===== src/rtl/sm_rom_loader.sv =====
// sm_rom_loader: unpacks a framed host byte stream into 32-bit instruction words,
// writes them into the node's instruction store and releases the core from reset
// once a complete, checksum-clean image has landed.
module sm_rom_loader #(
  parameter int unsigned SIZE    = 64,
  parameter int unsigned ADDR_W  = 6,
  parameter int unsigned NODE_ID = 0
) (
  input  logic              clk,
  input  logic              rst,
  input  logic [7:0]        in_data,
  input  logic              in_valid,
  output logic              in_ready,
  output logic              mem_we,
  output logic [ADDR_W-1:0] mem_addr,
  output logic [31:0]       mem_wd,
  output logic              cpu_hold,
  output logic              load_done,
  output logic              load_err,
  output logic [7:0]        word_cnt
);

  localparam logic [7:0] SYNC_BYTE  = 8'hA5;
  localparam logic [7:0] BCAST_NODE = 8'hFF;

  typedef enum logic [2:0] {
    S_IDLE, S_NODE, S_COUNT, S_DATA, S_WRITE, S_CSUM, S_SKIP
  } state_t;

  state_t              r_state,      w_state_nxt;
  logic                r_skip_frame, w_skip_frame_nxt;
  logic [7:0]          r_n,          w_n_nxt;
  logic [1:0]          r_byte_idx,   w_byte_idx_nxt;
  logic [7:0]          r_word_idx,   w_word_idx_nxt;
  logic [23:0]         r_word,       w_word_nxt;
  logic [7:0]          r_csum,       w_csum_nxt;
  logic                r_ovf,        w_ovf_nxt;
  logic [9:0]          r_skip_cnt,   w_skip_cnt_nxt;
  logic                r_in_ready,   w_in_ready_nxt;
  logic                r_mem_we,     w_mem_we_nxt;
  logic [ADDR_W-1:0]   r_mem_addr,   w_mem_addr_nxt;
  logic [31:0]         r_mem_wd,     w_mem_wd_nxt;
  logic                r_cpu_hold,   w_cpu_hold_nxt;
  logic                r_load_done,  w_load_done_nxt;
  logic                r_load_err,   w_load_err_nxt;
  logic [7:0]          r_word_cnt,   w_word_cnt_nxt;

  logic                w_acc;
  logic [31:0]         w_word_asm;
  logic                w_in_range;
  logic                w_node_hit;

  // Byte handshake, little-endian word assembly and store-range check.
  assign w_acc      = in_valid & r_in_ready;
  assign w_word_asm = {in_data, r_word};
  assign w_in_range = 32'(r_word_idx) < SIZE;
  assign w_node_hit = (in_data == 8'(NODE_ID)) || (in_data == BCAST_NODE);

  // Next-state and next-output logic for the frame parser.
  always_comb begin
    w_state_nxt      = r_state;
    w_skip_frame_nxt = r_skip_frame;
    w_n_nxt          = r_n;
    w_byte_idx_nxt   = r_byte_idx;
    w_word_idx_nxt   = r_word_idx;
    w_word_nxt       = r_word;
    w_csum_nxt       = r_csum;
    w_ovf_nxt        = r_ovf;
    w_skip_cnt_nxt   = r_skip_cnt;
    w_mem_we_nxt     = 1'b0;
    w_mem_addr_nxt   = r_mem_addr;
    w_mem_wd_nxt     = r_mem_wd;
    w_cpu_hold_nxt   = r_cpu_hold;
    w_load_done_nxt  = 1'b0;
    w_load_err_nxt   = r_load_err;
    w_word_cnt_nxt   = r_word_cnt;

    case (r_state)
      S_IDLE: begin
        if (w_acc && (in_data == SYNC_BYTE)) begin
          w_state_nxt    = S_NODE;
          w_load_err_nxt = 1'b0;
          w_word_cnt_nxt = 8'd0;
          w_csum_nxt     = 8'd0;
          w_ovf_nxt      = 1'b0;
        end
      end
      S_NODE: begin
        if (w_acc) begin
          w_skip_frame_nxt = !w_node_hit;
          w_state_nxt      = S_COUNT;
        end
      end
      S_COUNT: begin
        if (w_acc) begin
          w_n_nxt = in_data;
          if (r_skip_frame) begin
            // Foreign frame: 4N data bytes plus the checksum byte remain.
            w_skip_cnt_nxt = {in_data, 2'b01};
            w_state_nxt    = S_SKIP;
          end else begin
            w_cpu_hold_nxt = 1'b1;
            w_byte_idx_nxt = 2'd0;
            w_word_idx_nxt = 8'd0;
            w_state_nxt    = (in_data == 8'd0) ? S_CSUM : S_DATA;
          end
        end
      end
      S_DATA: begin
        if (w_acc) begin
          w_word_nxt     = w_word_asm[31:8];
          w_csum_nxt     = r_csum ^ in_data;
          w_byte_idx_nxt = r_byte_idx + 2'd1;
          if (r_byte_idx == 2'd3) begin
            // Word complete: the write is issued while WRITE stalls the stream.
            w_state_nxt = S_WRITE;
            if (w_in_range) begin
              w_mem_we_nxt   = 1'b1;
              w_mem_addr_nxt = r_word_idx[ADDR_W-1:0];
              w_mem_wd_nxt   = w_word_asm;
              w_word_cnt_nxt = r_word_cnt + 8'd1;
            end else begin
              w_ovf_nxt = 1'b1;
            end
          end
        end
      end
      S_WRITE: begin
        w_word_idx_nxt = r_word_idx + 8'd1;
        w_state_nxt    = ((r_word_idx + 8'd1) < r_n) ? S_DATA : S_CSUM;
      end
      S_CSUM: begin
        if (w_acc) begin
          w_load_done_nxt = 1'b1;
          if ((in_data == r_csum) && !r_ovf) begin
            w_cpu_hold_nxt = 1'b0;
          end else begin
            w_load_err_nxt = 1'b1;
          end
          w_state_nxt = S_IDLE;
        end
      end
      S_SKIP: begin
        if (w_acc) begin
          w_skip_cnt_nxt = r_skip_cnt - 10'd1;
          if (r_skip_cnt == 10'd1) begin
            w_state_nxt = S_IDLE;
          end
        end
      end
      default: begin
        w_state_nxt = S_IDLE;
      end
    endcase

    w_in_ready_nxt = (w_state_nxt != S_WRITE);
  end

  // State and registered-output update with asynchronous reset.
  always_ff @(posedge clk or posedge rst) begin
    if (rst) begin
      r_state      <= S_IDLE;
      r_skip_frame <= 1'b0;
      r_n          <= 8'd0;
      r_byte_idx   <= 2'd0;
      r_word_idx   <= 8'd0;
      r_word       <= 24'd0;
      r_csum       <= 8'd0;
      r_ovf        <= 1'b0;
      r_skip_cnt   <= 10'd0;
      r_in_ready   <= 1'b1;
      r_mem_we     <= 1'b0;
      r_mem_addr   <= '0;
      r_mem_wd     <= 32'd0;
      r_cpu_hold   <= 1'b1;
      r_load_done  <= 1'b0;
      r_load_err   <= 1'b0;
      r_word_cnt   <= 8'd0;
    end else begin
      r_state      <= w_state_nxt;
      r_skip_frame <= w_skip_frame_nxt;
      r_n          <= w_n_nxt;
      r_byte_idx   <= w_byte_idx_nxt;
      r_word_idx   <= w_word_idx_nxt;
      r_word       <= w_word_nxt;
      r_csum       <= w_csum_nxt;
      r_ovf        <= w_ovf_nxt;
      r_skip_cnt   <= w_skip_cnt_nxt;
      r_in_ready   <= w_in_ready_nxt;
      r_mem_we     <= w_mem_we_nxt;
      r_mem_addr   <= w_mem_addr_nxt;
      r_mem_wd     <= w_mem_wd_nxt;
      r_cpu_hold   <= w_cpu_hold_nxt;
      r_load_done  <= w_load_done_nxt;
      r_load_err   <= w_load_err_nxt;
      r_word_cnt   <= w_word_cnt_nxt;
    end
  end

  assign in_ready  = r_in_ready;
  assign mem_we    = r_mem_we;
  assign mem_addr  = r_mem_addr;
  assign mem_wd    = r_mem_wd;
  assign cpu_hold  = r_cpu_hold;
  assign load_done = r_load_done;
  assign load_err  = r_load_err;
  assign word_cnt  = r_word_cnt;

endmodule


===== config.mk =====
export PLATFORM = sky130hd
export DESIGN_NAME = sm_rom_loader
export DESIGN_NICKNAME = d
export VERILOG_FILES = /design/src/rtl/sm_rom_loader.sv
export SDC_FILE = /design/constraint.sdc
export NUM_CORES = 1
export LEC_CHECK = 0
export BUFFER_PORTS_ARGS = -buffer_cell sky130_fd_sc_hd__buf_2
export CAP_MARGIN = 10
export CORE_MARGIN = 2
export CORE_UTILIZATION = 45
export DETAILED_ROUTE_END_ITERATION = 8
export GPL_TIMING_DRIVEN = 1
export SYNTH_ARGS = -nofsm -noshare
export SYNTH_HDL_FRONTEND = slang
export SYNTH_SLANG_ARGS = --single-unit

===== constraint.sdc =====
create_clock -name clk -period 4.7 [get_ports clk]
set_input_delay 0.47 -clock clk [delete_from_list [all_inputs] [get_ports clk]]
set_output_delay 0.47 -clock clk [all_outputs]
set_load 0.03 [all_outputs]

# After elaboration in Yosys (flattened, before gate mapping)
# Index checks and enable logic that the tools add are counted.
# classes
addsub	4
magnitude_cmp	2
eq_ne	24
muxes	49
bitwise_logic	2
reduce_logical	25
# op_table
operator	n
8-bit two-way mux	7
8-bit one-hot mux with 2 select lines	3
3-bit two-way mux	11
10-bit two-way mux	3
2-bit != test, second input constant	12
3-bit one-hot mux with 7 select lines	1
10-bit one-hot mux with 2 select lines	1
8-bit by 1-bit adder with 8-bit output, second input constant	2
8-bit equality test, second input constant	2
1-bit two-way mux	16
4-bit AND reduction	4
5-bit AND reduction	3
2-bit nonzero test	6
10-bit by 1-bit equality test with 1-bit output, second input constant	1
10-bit by 1-bit subtractor with 10-bit output, second input constant	1
3-bit equality test, second input constant	3
8-bit equality test	1
8-bit logical NOT	1
8-bit by 7-bit less-than comparator with 1-bit output, second input constant	1
8-bit less-than comparator	1
8-bit XOR	1
3-bit by 2-bit equality test with 1-bit output, second input constant	2
2-bit two-way mux	3
1-bit one-hot mux with 2 select lines	3
other kinds (12)	17
# totals
ff_bits	116
input_bits	11
output_inout_bits	51
word_cells	123

# Longest topological paths before layout
# depth
word_depth	6
mapped_depth	9

# Worst setup path before layout
# No wires, ideal clock.
# synth_path
kind	flip-flop to flip-flop
from	register r_word_idx[0]
to	register r_state[2]
setup_ps	144
arrival_ps	1976
setup_slack_ps	2580
stages_incl_launch_ff	8
n_path_buf	0
path_cell_list	dfrtp_1 -> ha_1 -> xor2_1 -> ha_1 -> a211o_1 -> a31o_2 -> a221oi_1 -> o2111ai_1
# synth_between
elab_chain_len	4
# synth_rtl
item	line_no	rtl
start, declared	34	logic [7:0] r_word_idx, w_word_idx_nxt;
start signal, assigned	184	r_word_idx <= w_word_idx_nxt;
8-bit by 1-bit adder with 8-bit output	130	w_state_nxt = ((r_word_idx + 8'd1) < r_n) ? S_DATA : S_CSUM;
8-bit less-than comparator	130	
3-bit two-way mux	130	
3-bit one-hot mux with 7 select lines	78	case (r_state)
net w_state_nxt[2]	30	state_t r_state, w_state_nxt;
end signal, assigned	180	r_state <= w_state_nxt;
end, declared	30	
# The timed path passes the listed nets, and every way through them passes these cells.
# A chain may end at the register's enable or synchronous reset.

# Worst setup path after layout
# layout_path
from	register r_in_ready, in the netlist in_ready
to	register r_word_idx[0]
# layout_between
elab_chain_len	3
# layout_rtl
item	line_no	rtl
start, declared	39	logic r_in_ready, w_in_ready_nxt;
start signal, assigned	189	r_in_ready <= w_in_ready_nxt;
1-bit bitwise AND	54	assign w_acc = in_valid & r_in_ready;
2-bit != test (no line)	--	
3-bit AND reduction (no line)	--	
# Every way passes these cells.

==> key figures <==
Synthesis
  • Gate Count Post-Synth: 516
  • Synth cell types: 58
  • Register area share after synthesis: 0.534
  • EDFF count, synth: 0
  • Async SR Flop Fraction: 1.00
  • Synthesized area per cell: 10.5 um2
  • Yosys warns: 0
  • Syn Std Cell Area: 0.00544 mm2
  • Post-synthesis net count: 539
  • Ys flop type: dfrtp_1
  • Yosys reg bits: 116

STA
  • Fin crit period: 2.38 ns
  • Setup TNS: 0 ns
  • Max frequency: 0.420 GHz
  • Slew Limit Fails: 0
  • Clk_skew: 0.00900 ns
  • Worst-Margin Slew: 1.10 ns
  • Number of hold violations in the final report: 0
  • Fin crit share: 0.507
  • Max_slew headroom: 0.266
  • Final setup viols: 0
  • RSZ-0062 raised after global routing: false

Critical path
  • Flop-to-flop setup slack: 2.32 ns
  • CP endpoint kind: flip-flop
  • Largest fanout on the critical path: 17
  • Crit path DAT: 2.68 ns
  • CP required: 5.00 ns
  • R2R cell count: 4
  • Critical path class: flip-flop to flip-flop
  • Critical Path Start Type: flip-flop

Floorplan
  • Die area: 0.0130 mm2
  • Die width: 114 um
  • Core area: 0.0119 mm2
  • Starting density of the core: 0.457
  • Die span in y: 114 um
  • FP Rows: 40
  • I/O Pins: 62

Detailed routing
  • DR WL/cell: 16.2 um
  • Remaining antenna violation count after routing: 0
  • Vias per cell: 5.58
  • WL final: 11.8 mm
  • Vias: 4075
  • DRT Pass-1 Iters: 4
  • DRC: 0
  • Initial DRC Count: 236

CTS
  • Buffer depth of the longest clock path: 2
  • H-Tree Depth: 4
  • Clk_lat worst skew: 0.41 ns
  • Post-CTS resize count: 0
  • Hold buffers post-CTS: 0
  • Reg clk slew, reported paths: 0.05 ns
  • Setup Buffers After CTS: 0
  • CTS root buf: clkbuf_16
  • Num CTS Buffers: 17
  • Clk sinks: 116
  • CTS tree: built

Layout
  • Filler cells: 1110
  • Layout cells sized above 1: 0.256
  • Area occupied by multi-input gates: 0.00237 mm2
  • NumNets Final: 594
  • Register area: 0.00291 mm2
  • Core Util, Final: 0.542
  • Ant diodes: 0
  • Area Overhead vs Synth: 18.6%

Pwr
  • Power Density: 665 mW/mm2
  • Pleak: 3.23 nW
  • Peak supply drop: 0.274 mV

Global route
  • First-pass GRT wire length: 19.5 mm
  • GR Overflow Total: 0
  • Initial antenna violation count: 0
  • Largest net degree at the start of global routing: 88
  • Vias in the first global route: 3939
  • Overall Global Routing Usage: 0.194

Min path
  • Hold Crit Class: primary input to async pin

Placed design
  • Final Wtd Congestion: 0.839
  • HPWL Detailed: 7.87 mm
  • IO buf count: 61

Flow run
  • Max-cap violations: 0

Outcome
  • Result of the run: finished clean
[layer usage]
layer | track usage | vias up | part of all wire
met2 | 0.304 | 110 | 0.47
met4 | 0.0911 | 0 | 0.027
met3 | 0.0515 | 28 | 0.046
met5 | 0 | - | 0
met1 | 0.253 | 2005 | 0.46
li1 | - | 1932 | -
[kinds of logic (layout without fill, tap and decap cells)]
family | Yosys count | after routing | share of synthesized area
AOI/OAI and AO/OA | 93 | 93 | 0.112
xor gates and xnor gates | 15 | 15 | 0.0241
adders and majority gates | 12 | 12 | 0.0276
buffers and inverters | 42 | 109 | 0.0317
DFF | 116 | 116 | 0.534
muxes | 45 | 45 | 0.0920
and+or+nand+nor | 193 | 193 | 0.179
[state kept, by name, indices dropped and copies added, names as in the netlist]
register and flops:
mem_we 1, mem_wd 32, load_done 1, r_ovf 1
cpu_hold 1, mem_addr 6, r_word_idx 8, in_ready 1
word_cnt 8, r_n 8, r_csum 8, r_skip_cnt 10
load_err 1, r_state 3, r_skip_frame 1, r_byte_idx 2
r_word 24
[path summary, 6_finish.rpt]
path                                       to  startpoint
worst max register to register  r_word_idx[0]    in_ready
worst min register to register      r_word[4]   r_word[4]
min in group clk                   r_word[21]  in_data[5]
max in group asynchronous            in_ready         rst
worst max-delay path            r_word_idx[0]    in_ready
worst min-delay path               mem_wd[21]         rst
[cell usage after synthesis (all sizes together) (2+ instances only)]
library cell	n	area share
a211o	2	0.0032
a21o	3	0.0041
a21oi	8	0.0080
a22o	9	0.014
a2bb2oi	5	0.0080
a31oi	3	0.0034
and2	5	0.0057
and3	3	0.0034
and3b	3	0.0048
and4	4	0.0064
buf	11	0.010
clkbuf	15	0.011
dfrtp	114	0.52
dfstp	2	0.0097
ha	12	0.028
inv	16	0.011
mux2	40	0.083
mux2i	5	0.0092
nand2	97	0.067
nand2b	9	0.010
nand3	9	0.0083
nand3b	3	0.0048
nand4	5	0.0057
nor2	19	0.014
nor2b	5	0.0057
nor3	8	0.0083
nor3b	4	0.0055
nor4	9	0.013
o21ai	45	0.041
o22ai	2	0.0023
o2bb2ai	2	0.0032
o31ai	4	0.0055
or2	2	0.0023
or3	2	0.0025
or4	3	0.0055
xnor2	6	0.0097
xor2	9	0.014
[stage by stage]
stage / worst slack (ns) / cell area [um2] / power, mW / hold slack (ns) / instances
3_5_place_dp: 2.32 / 5830 / 2.95 / 0.462 / 699
6_report: 2.32 / 6460 / 4.29 / 0.308 / 730
5_1_grt: 2.09 / 6460 / 4.56 / 0.412 / 730
3_3_place_gp: 2.36 / 5830 / 2.92 / 0.460 / 699
2_1_floorplan: 1.16 / 5440 / 2.60 / 0.442 / 516
4_1_cts: 2.31 / 6460 / 4.33 / 0.366 / 730
[layout make-up]
class / count / area share
timing repair buffer: 62 / 0.0484
clock buffer: 22 / 0.0734
inverter: 16 / 0.00969
tap: 147 / 0.0285
clock inverter: 9 / 0.0234
multi-input combinational: 358 / 0.367
sequential: 116 / 0.450
[worst max-delay path, stage by stage (launching register included)]
cell and delay [ns]:
dfstp_2 0.58, nand2_1 0.21, nor3_2 0.71, o2bb2ai_1 0.39
mux2_2 0.36
[layout by cell type (no fill, tap or decap), drive strengths merged, types with 3 or more instances in the layout]
| cell | count |
|---|---|
| dfrtp | 114 |
| nand2 | 97 |
| buf | 62 |
| o21ai | 45 |
| mux2 | 40 |
| clkbuf | 22 |
| nor2 | 19 |
| inv | 16 |
| ha | 12 |
| nand2b | 9 |
| nand3 | 9 |
| xor2 | 9 |
| a22o | 9 |
| nor4 | 9 |
| a21oi | 8 |
| nor3 | 8 |
| xnor2 | 6 |
| and2 | 5 |
| nand4 | 5 |
| mux2i | 5 |
| nor2b | 5 |
| a2bb2oi | 5 |
| and4 | 4 |
| nor3b | 4 |
| o31ai | 4 |
| bufinv | 4 |
| clkinv | 4 |
| and3b | 3 |
| and3 | 3 |
| a31oi | 3 |
| a21o | 3 |
| nand3b | 3 |
| or4 | 3 |
[power by group]
group	internal, mW	total, mW	leakage (nW)	switching [mW]
Combinational	0.494	1.31	1.42	0.819
Sequential	1.35	1.62	1.51	0.275
Clock	0.923	1.36	0.306	0.434
Total	2.77	4.29	3.23	1.53
(Power assumes the default switching activity.)
